## config.mk

```make
export PLATFORM = sky130hd
export DESIGN_NAME = shift_add_mul_ctrl
export DESIGN_NICKNAME = d
export VERILOG_FILES = /design/src/rtl/shift_add_mul_ctrl.sv
export SDC_FILE = /design/constraint.sdc
export NUM_CORES = 1
export LEC_CHECK = 0
export ABC_AREA = 1
export CAP_MARGIN = 5
export CORE_MARGIN = 2
export CORE_UTILIZATION = 55
export CTS_CLUSTER_SIZE = 30
export DETAILED_ROUTE_END_ITERATION = 10
export GPL_TIMING_DRIVEN = 0
export HOLD_SLACK_MARGIN = 0.12
export PLACE_DENSITY = 0.88
export SETUP_SLACK_MARGIN = 0.1
export SLEW_MARGIN = 20
export SYNTH_ARGS = -nofsm -noshare
export SYNTH_HDL_FRONTEND = slang
export SYNTH_SLANG_ARGS = --single-unit
```

## constraint.sdc

```tcl
create_clock -name clk -period 3.3 [get_ports clk]
set_clock_uncertainty 0.1 [all_clocks]
set_input_delay 0.33 -clock clk [delete_from_list [all_inputs] [get_ports clk]]
set_output_delay 0.33 -clock clk [all_outputs]
set_load 0.005 [all_outputs]
```

## src/rtl/shift_add_mul_ctrl.sv

```systemverilog
// -----------------------------------------------------------------------------
// shift_add_mul_ctrl
//
// Purpose:
//   Sequential 16x16 -> 32 unsigned multiplier using the shift-and-add method.
//   One partial product is accumulated per RUN cycle through a single 32-bit
//   carry-lookahead adder (adder32). The result is registered on P and held
//   until the next operation completes.
//
// Ports:
//   clk    in   1   rising-edge clock
//   rst_n  in   1   synchronous active-low reset
//   start  in   1   request a multiply; sampled only in IDLE or DONE
//   A      in   16  multiplicand, unsigned
//   B      in   16  multiplier, unsigned
//   busy   out  1   high while an operation is in RUN
//   done   out  1   one-cycle pulse; P valid in this cycle
//   P      out  32  product, registered
//
// Configuration macro:
//   EARLY_TERM_EN  when defined, RUN ends as soon as the remaining multiplier
//                  bits are all zero (minimum one iteration). Results are
//                  identical either way; only latency changes.
//
// Also contains adder32, the 32-bit carry-lookahead adder (4-bit lookahead
// groups chained through group generate/propagate).
// -----------------------------------------------------------------------------

module adder32 (
   input  logic [31:0] i_a,
   input  logic [31:0] i_b,
   input  logic        i_cin,
   output logic [31:0] o_sum,
   output logic        o_c32
);

   // Carry into each 4-bit group; w_gc[8] is the carry out of bit 31.
   logic [8:0] w_gc;
   logic [7:0] w_grp_g;
   logic [7:0] w_grp_p;

   assign w_gc[0] = i_cin;

   for (genvar k = 0; k < 8; k++) begin : g_nib
      logic [3:0] w_g;
      logic [3:0] w_p;
      logic [3:0] w_c;

      assign w_g = i_a[4*k +: 4] & i_b[4*k +: 4];
      assign w_p = i_a[4*k +: 4] ^ i_b[4*k +: 4];

      // Bit carries inside the group, all derived directly from the group carry-in.
      assign w_c[0] = w_gc[k];
      assign w_c[1] = w_g[0] | (w_p[0] & w_c[0]);
      assign w_c[2] = w_g[1] | (w_p[1] & w_g[0]) | (w_p[1] & w_p[0] & w_c[0]);
      assign w_c[3] = w_g[2] | (w_p[2] & w_g[1]) | (w_p[2] & w_p[1] & w_g[0])
                    | (w_p[2] & w_p[1] & w_p[0] & w_c[0]);

      assign w_grp_g[k] = w_g[3] | (w_p[3] & w_g[2]) | (w_p[3] & w_p[2] & w_g[1])
                        | (w_p[3] & w_p[2] & w_p[1] & w_g[0]);
      assign w_grp_p[k] = &w_p;

      assign o_sum[4*k +: 4] = w_p ^ w_c;
      assign w_gc[k+1]       = w_grp_g[k] | (w_grp_p[k] & w_gc[k]);
   end

   assign o_c32 = w_gc[8];

endmodule

module shift_add_mul_ctrl (
   input  logic        clk,
   input  logic        rst_n,
   input  logic        start,
   input  logic [15:0] A,
   input  logic [15:0] B,
   output logic        busy,
   output logic        done,
   output logic [31:0] P
);

   localparam logic [1:0] StIdle = 2'd0;
   localparam logic [1:0] StRun  = 2'd1;
   localparam logic [1:0] StDone = 2'd2;

   logic [1:0]  r_state;
   logic [31:0] r_acc;
   logic [31:0] r_mcand;
   logic [15:0] r_mult;
   logic [3:0]  r_cnt;
   logic [31:0] r_p;

   logic [1:0]  w_state_nxt;
   logic [31:0] w_acc_nxt;
   logic [31:0] w_mcand_nxt;
   logic [15:0] w_mult_nxt;
   logic [3:0]  w_cnt_nxt;
   logic [31:0] w_p_nxt;

   logic [31:0] w_sum;
   // The full product fits in 32 bits, so the adder carry-out is never needed.
   logic        w_c32_unused;
   logic        w_last;

   adder32 u_adder (
      .i_a   (r_acc),
      .i_b   (r_mcand),
      .i_cin (1'b0),
      .o_sum (w_sum),
      .o_c32 (w_c32_unused)
   );

`ifdef EARLY_TERM_EN
   // Stop once the bits still to be shifted out are all zero; the cnt term is
   // redundant (after 15 shifts only bit 0 can remain) but keeps the bound explicit.
   assign w_last = (r_cnt == 4'd15) | (r_mult[15:1] == 15'd0);
`else
   assign w_last = (r_cnt == 4'd15);
`endif

   always_comb begin
      w_state_nxt = r_state;
      w_acc_nxt   = r_acc;
      w_mcand_nxt = r_mcand;
      w_mult_nxt  = r_mult;
      w_cnt_nxt   = r_cnt;
      w_p_nxt     = r_p;

      case (r_state)
         StIdle, StDone: begin
            if (start) begin
               w_state_nxt = StRun;
               w_mcand_nxt = {16'b0, A};
               w_mult_nxt  = B;
               w_acc_nxt   = 32'd0;
               w_cnt_nxt   = 4'd0;
            end else begin
               w_state_nxt = StIdle;
            end
         end
         StRun: begin
            w_acc_nxt   = r_mult[0] ? w_sum : r_acc;
            w_mcand_nxt = r_mcand << 1;
            w_mult_nxt  = r_mult >> 1;
            w_cnt_nxt   = r_cnt + 4'd1;
            if (w_last) begin
               // Capture includes this iteration's add.
               w_p_nxt     = w_acc_nxt;
               w_state_nxt = StDone;
            end
         end
         default: begin
            w_state_nxt = StIdle;
         end
      endcase
   end

   always_ff @(posedge clk) begin
      if (!rst_n) begin
         r_state <= StIdle;
         r_acc   <= 32'd0;
         r_mcand <= 32'd0;
         r_mult  <= 16'd0;
         r_cnt   <= 4'd0;
         r_p     <= 32'd0;
      end else begin
         r_state <= w_state_nxt;
         r_acc   <= w_acc_nxt;
         r_mcand <= w_mcand_nxt;
         r_mult  <= w_mult_nxt;
         r_cnt   <= w_cnt_nxt;
         r_p     <= w_p_nxt;
      end
   end

   assign busy = (r_state == StRun);
   assign done = (r_state == StDone);
   assign P    = r_p;

endmodule

```

==> results of run 1 <==
-- layer usage --
metal,up-vias,share of wire [%],GRT usage [%]
met2,300,46,46.54
met3,45,9.7,5.967
met5,-,0.074,0
met1,2671,42,37.88
met4,2,2.7,13.64
li1,2824,-,-
-- area by class of cell --
type | instances | area, um^2 | area share [%]
multi-input cells | 594 | 3132 | 42.35
flip-flops and latches | 118 | 2364 | 31.96
repair buffers | 68 | 680.7 | 9.205
clock buffers | 20 | 445.4 | 6.024
plain buffers | 44 | 229.0 | 3.096
inverters | 59 | 221.5 | 2.995
well taps | 136 | 170.2 | 2.301
clock inverters | 12 | 152.6 | 2.064
-- registers in the layout, indices dropped and copies added (netlist names) --
| name | flops |
|---|---|
| r_state | 2 |
| r_mcand | 32 |
| r_mult | 16 |
| P | 32 |
| r_acc | 32 |
| r_cnt | 4 |
-- what timing repair did --
item | in CTS | in global routing
setup buffers | 0 | 0
setup endpoints to repair | 0 | 2
resized for setup | 0 | 2
-- synth_stat cells --
| cell | n |
|---|---|
| o211ai_1 | 2 |
| clkbuf_1 | 29 |
| buf_1 | 6 |
| a31oi_1 | 28 |
| o21ai_0 | 35 |
| o21ai_1 | 2 |
| a221oi_1 | 2 |
| or2_1 | 2 |
| a211oi_1 | 2 |
| o21bai_1 | 2 |
| xnor2_1 | 11 |
| o22ai_1 | 6 |
| or2_0 | 1 |
| fa_1 | 8 |
| nor2_2 | 2 |
| clkdlybuf4s15_1 | 1 |
| nor2_1 | 38 |
| ha_1 | 32 |
| nand3_1 | 55 |
| inv_1 | 59 |
| nor3_1 | 2 |
| nand2_1 | 271 |
| o21ai_2 | 2 |
| xor2_1 | 8 |
| nand3_2 | 2 |
| buf_2 | 2 |
| or2_2 | 11 |
| nand4_1 | 1 |
| nand3b_1 | 1 |
| nand2_2 | 6 |
| a21oi_1 | 62 |
| buf_6 | 2 |
| dfxtp_1 | 118 |
| clkbuf_8 | 4 |
-- worst register-to-register path: stages (launching register included) --
cell,delay (ps)
dfxtp_1,360
ha_1,390
nand2_2,80
nand2_1,70
nand2_1,40
nand2_1,70
nand2_1,70
nand2_1,90
nand2_1,60
nand2_1,80
nand2_1,60
nand2_1,90
nand2_1,70
nand2_2,90
inv_1,70
fa_1,380
xnor2_1,150
o21ai_1,270
o22ai_1,140
inv_1,90
nor2_1,40
-- cell families (layout without fill, tap and decap cells) --
group | Yosys count | after routing
buffers and inverters | 103 | 203
DFF | 118 | 118
AOI/OAI and AO/OA | 143 | 143
and+or+nand+nor | 392 | 392
adders and majority gates | 40 | 40
xor gates and xnor gates | 19 | 19
-- report_power, final --
group	total, W	internal [W]	switching, W	leakage (nW)
Sequential	0.00150	0.00146	0.0000325	0.957
Combinational	0.000365	0.000135	0.000230	1.65
Clock	0.00187	0.00119	0.000683	0.283
-- how the worst min path moves through the flow --
stage	from	endpoint	slack, ps
global route	B[11]	r_mult[11]	290
CTS	B[11]	r_mult[11]	280
detailed placement	r_mult[1]	r_mult[1]	360
finish	B[11]	r_mult[11]	270
floorplan	r_cnt[3]	r_cnt[3]	340
global placement	r_cnt[3]	r_cnt[3]	350
-- per-stage QoR --
step	power (W)	cell area [um^2]	hold slack [ps]	cells
floorplan	0.001740	5944	336.1	815
global placement	0.001867	6795	353.3	1019
detailed placement	0.001875	6795	364.1	1019
CTS	0.003714	7393	281.2	1051
global route	0.003829	7395	293.3	1051
finish	0.003731	7395	271.7	1051
==> impl_results.md, run 1 <==
- Final min period: 2990 ps
- Fmax achieved: 334.5 MHz
- Initial core utilization: 57.07%
- Commonest non-fill, non-tap cell in the layout: nand2_1
- GR Util All Layers: 29.11%
- Avg Synthesized Cell Area: 7.294 um^2
- Post-synthesis simple-gate area fraction: 27.19%
- HPWL Detailed: 11.16 mm
- Clock Sinks: 118
- Critical Path Source Type: register
- Post-Place Setup Slack: roughly 320 ps
- DRC viols: 0
- Largest net degree at the start of global routing: 17
- Critical Path Start: r_mcand[2]
- Most frequent cells in the layout: nand2_1, dfxtp_1, clkdlybuf4s50_1, a21oi_1, inv_1
- TritonCTS Buffers: 17
- Io pins: between 60 and 70
- WHS Path Cells: 3
- Port Buffers: 68
- Ys Warns: 0
- Xor and xnor fraction of the mapped netlist area: under 10%
- Setup repair after global routing missed its margin: false
- Max rail drop VDD: 406.4 uV
- Required time of the critical path: 3600 ps
- Worst Setup End Kind: register
- Worst EP arrival: 3290 ps
- Most used cell, CP: nand2_1
- Status: finished, final reports clean
- Initial antenna violation count: 0
- GRT Residual Overflow: 0
- Area Growth Syn to Fin: 24.39%
- Post-synthesis cell type with the largest combined area: dfxtp_1
- Crit-path slowest cell: ha_1
- HP Class: input pin to register
- WS Path Type: register to register
- Ant. Diodes: 0
- Setup WS post-layout: 310.5 ps
- Setup TNS: 0 ps
- Final period utilization: 90.59%
- Reg2reg end: r_acc[21]
- Vias in the first global route: 5,526
- Post-synthesis mux area share: 0%
- Worst path depth: 20
- Core Rows: 37
- 1st-iter DRT viols: 500
- First-pass GRT wire length: 26.22 mm
- Post-layout util: 70.99%
- Htree depth: 4
- Worst Setup EP: r_acc[21]
- Synth top area share: around 40%
- CP top delay family: simple AND/OR/NAND/NOR gates
- Main combinational cell family by area after synthesis: simple AND/OR/NAND/NOR gates
- Worst Reg-to-Reg Cells: 20
- Library cells used by synthesis: 34
- Layout cell share with drive strength beyond 1: 6.885%
- # nets final: 977
- Avg Vias per Cell: about 5.6
- Max-slew violation count: 0
- GP Congestion: 0.8806
- Final setup vio count: 0
- Core Area: between 10,000 and 15,000 um^2
- Die width: 108.0 um
- CTS max path bufs: 2
- Detailed Routing Iterations Pass 1: 7
- Hold Vio Cnt, Final: 0
- Worst slew margin: 52.57%
- Crit Path Max Fanout: 4
- Synthesis-stage register bit count: around 120
- Max capacitance violation total: 0
- Avg WL per Cell: 15.40 um
- # hold bufs at CTS: 0
- Post-Synth Adder-Cell Area: 9.430%
- Root Buffer Master: clkbuf_8
- Worst Max-Slew Pin Slew: 711.4 ps
- Mapped Cells: 815
- DRT antenna net count: 0
- CTS tree: done
- CP bufs+invs: 2
- Die H: 108.0 um
- Fillers: 774
- Power per standard cell area: 504.6 nW/um^2
- Synthesized cell area: ~5900 um^2
- Synth Area in Compound Gates: around an eighth
- R2R Path Start: r_mcand[2]
- Worst-Skew Late Latency: 540 ps
- Reg2reg setup slack: 310 ps
- Die area: 11,660 um^2
- Largest cells by area after synthesis: dfxtp_1, nand2_1, ha_1, a21oi_1, nand3_1
- Register area share after synthesis: 39.74%
- Mapped Nets: approximately 900
- Max stage delay on crit path: 390 ps
- Static leakage: 2.891 nW
- Clock transition at path regs: 60 ps
- Final WL: approximately 16 mm
- Via count: 5,842
- Crit path cell chain: ha_1 > nand2_2 > nand2_1 > nand2_1 > nand2_1 > nand2_1 > nand2_1 > nand2_1 > nand2_1 > nand2_1 > nand2_1 > nand2_1 > nand2_2 > inv_1 > fa_1 > xnor2_1 > o21ai_1 > o22ai_1 > inv_1 > nor2_1
Power figures use the tool's default switching activity.
==> inputs of run 2 (changes only) <==
--- a/config.mk
+++ b/config.mk
@@ -7,7 +7,6 @@
 export LEC_CHECK = 0
 export ABC_AREA = 1
 export CAP_MARGIN = 5
-export CORE_MARGIN = 2
 export CORE_UTILIZATION = 55
 export CTS_CLUSTER_SIZE = 30
 export DETAILED_ROUTE_END_ITERATION = 10
==> impl_results.md, run 2 (synthesized netlist as in run 1, its figures left out) <==
- Status: finished, final reports clean (unchanged)
- GP Congestion: 0.8809 (was 0.8806)
- Area Growth Syn to Fin: 24.73% (was 24.39%)
- HP Class: input pin to register (unchanged)
- Largest net degree at the start of global routing: 17 (unchanged)
- Post-layout util: 71.18% (was 70.99%)
- Htree depth: 4 (unchanged)
- Initial core utilization: 57.07% (unchanged)
- TritonCTS Buffers: 17 (unchanged)
- Clock transition at path regs: 60 ps (about the same)
- Reg2reg setup slack: 230 ps (was 310 ps)
- Port Buffers: 68 (unchanged)
- 1st-iter DRT viols: 557 (was 500)
- Final setup vio count: 0 (unchanged)
- Worst Setup End Kind: register (unchanged)
- Worst Reg-to-Reg Cells: 20 (unchanged)
- GR Util All Layers: 30.93% (was 29.11%)
- Ant. Diodes: 0 (unchanged)
- Crit Path Max Fanout: 4 (unchanged)
- Required time of the critical path: 3640 ps (was 3600 ps)
- Setup repair after global routing missed its margin: true (was false)
- Critical Path Source Type: register (unchanged)
- Final period utilization: 93.04% (was 90.59%)
- Max-slew violation count: 0 (unchanged)
- Worst-Skew Late Latency: 520 ps (was 540 ps)
- WS Path Type: register to register (unchanged)
- HPWL Detailed: 11.50 mm (was 11.16 mm)
- Max capacitance violation total: 0 (unchanged)
- Io pins: 69 (unchanged)
- Via count: 5,974 (was 5,842)
- Core Rows: 37 (unchanged)
- Most frequent cells in the layout: nand2_1, dfxtp_1, clkdlybuf4s50_1, a21oi_1, inv_1 (unchanged)
- Final WL: 16.97 mm (was 16.19 mm)
- Setup TNS: 0 ps (unchanged)
- Initial antenna violation count: 0 (unchanged)
- Root Buffer Master: clkbuf_8 (unchanged)
- Die area: 11,230 um^2 (was 11,660 um^2)
- Min-delay src: B[11] (unchanged)
- Avg WL per Cell: 16.14 um (was 15.40 um)
- DRT antenna net count: 0 (unchanged)
- CTS max path bufs: 2 (unchanged)
- Die H: 106.0 um (was 108.0 um)
- Reg2reg end: r_acc[24] (was r_acc[21])
- Detailed Routing Iterations Pass 1: 7 (unchanged)
- Max rail drop VDD: 328.9 uV (was 406.4 uV)
- Avg Vias per Cell: 5.684 (was 5.559)
- CTS tree: done (unchanged)
- # nets final: 977 (unchanged)
- Core Area: 10,420 um^2 (unchanged)
- Power per standard cell area: 508.5 nW/um^2 (was 504.6 nW/um^2)
- WHS Path Cells: 3 (unchanged)
- Clock Sinks: 118 (unchanged)
- Commonest non-fill, non-tap cell in the layout: nand2_1 (unchanged)
- DRC viols: 0 (unchanged)
- Fmax achieved: 325.7 MHz (was 334.5 MHz)
- Hold Path End: r_mult[11] (unchanged)
- Layout cell share with drive strength beyond 1: 6.667% (was 6.885%)
- GRT Residual Overflow: 0 (unchanged)
- Final min period: 3070 ps (was 2990 ps)
- Hold Vio Cnt, Final: 0 (unchanged)
- Static leakage: 2.906 nW (was 2.891 nW)
- R2R Path Start: r_mcand[2] (unchanged)
- Vias in the first global route: 5,618 (was 5,526)
- Worst EP arrival: 3410 ps (was 3290 ps)
- First-pass GRT wire length: 26.94 mm (was 26.22 mm)
- Worst slew margin: 50.30% (was 52.57%)
- Worst Max-Slew Pin Slew: 745.5 ps (was 711.4 ps)
- # Post-CTS Setup Buffers: 0 (unchanged)
- Die width: 106.0 um (was 108.0 um)
-- run 2: critical path, stage by stage (launching register included) --
cell and delay, ps:
dfxtp_1 360, ha_1 380, nand2_2 70, nand2_1 60
nand2_1 50, nand2_1 100, nand2_1 80, nand2_1 100
nand2_1 60, nand2_1 90, nand2_1 60, nand2_1 90
nand2_1 70, nand2_2 90, nand2_2 50, nand2_2 90
inv_1 70, fa_1 440, o21ai_0 330, nand2_1 90
a21oi_1 150
-- run 2: where the power goes --
part / switching [W] / internal (W) / leakage [nW]
logic: 0.000233 / 0.000136 / 1.65
clock network: 0.000640 / 0.00126 / 0.300
registers: 0.0000344 / 0.00146 / 0.957
total: 0.000907 / 0.00286 / 2.91
-- run 2: area by class of cell --
type | count | area [um^2]
multi-input combinational | 594 | 3144
fill | 772 | 3002
sequential | 118 | 2364
timing repair buffer | 68 | 680.7
clock buffer | 23 | 456.7
buffer | 44 | 229.0
inverter | 59 | 221.5
tap | 136 | 170.2
clock inverter | 9 | 148.9
-- run 2: repair_timing --
item	CTS	global route
hold buffers	0	0
setup endpoints to repair	0	5
gates resized for setup	0	3
-- run 2: routing by layer --
metal  wire (um)  up-vias  GRT usage (%)  part of all wire, %
met5           0        -              0                    0
met4         565        0          13.89                  3.3
met3        1643       61          7.541                  9.7
met2        7921      335          51.91                   47
met1        6837     2752          37.50                   40
li1            -     2826              -                    -
-- run 2: worst max path at each step --
stage                          start  cells past startpoint   endpoint  slack [ps]
after floorplan             r_acc[3]                     22  r_acc[29]         730
after global placement    r_mcand[2]                     20  r_acc[21]         400
after detailed placement  r_mcand[3]                     22  r_acc[29]         320
after CTS                 r_mcand[3]                     22  r_acc[29]         220
after global routing        r_acc[3]                     22  r_acc[29]          40
final                     r_mcand[2]                     20  r_acc[24]         230
-- run 2: metrics by stage --
step,setup WS (ps),power [W],instance area (um^2),hold slack [ps],cells
detailed placement,317.7,0.001877,6795,363.5,1019
global placement,400.9,0.001868,6795,354.5,1019
finish,229.8,0.003770,7415,284.3,1051
floorplan,733.6,0.001740,5944,336.1,815
CTS,223.0,0.003749,7401,281.3,1051
global route,40.03,0.003864,7415,278.7,1051
==> inputs of run 3 (changes only) <==
--- a/config.mk
+++ b/config.mk
@@ -6,6 +6,7 @@
 export NUM_CORES = 1
 export LEC_CHECK = 0
 export ABC_AREA = 1
+export ABC_CLOCK_PERIOD_IN_PS = 3300
 export CAP_MARGIN = 5
 export CORE_UTILIZATION = 55
 export CTS_CLUSTER_SIZE = 30
==> results of run 3 <==
Final layout, timing and power as in run 2 (identical DEF).
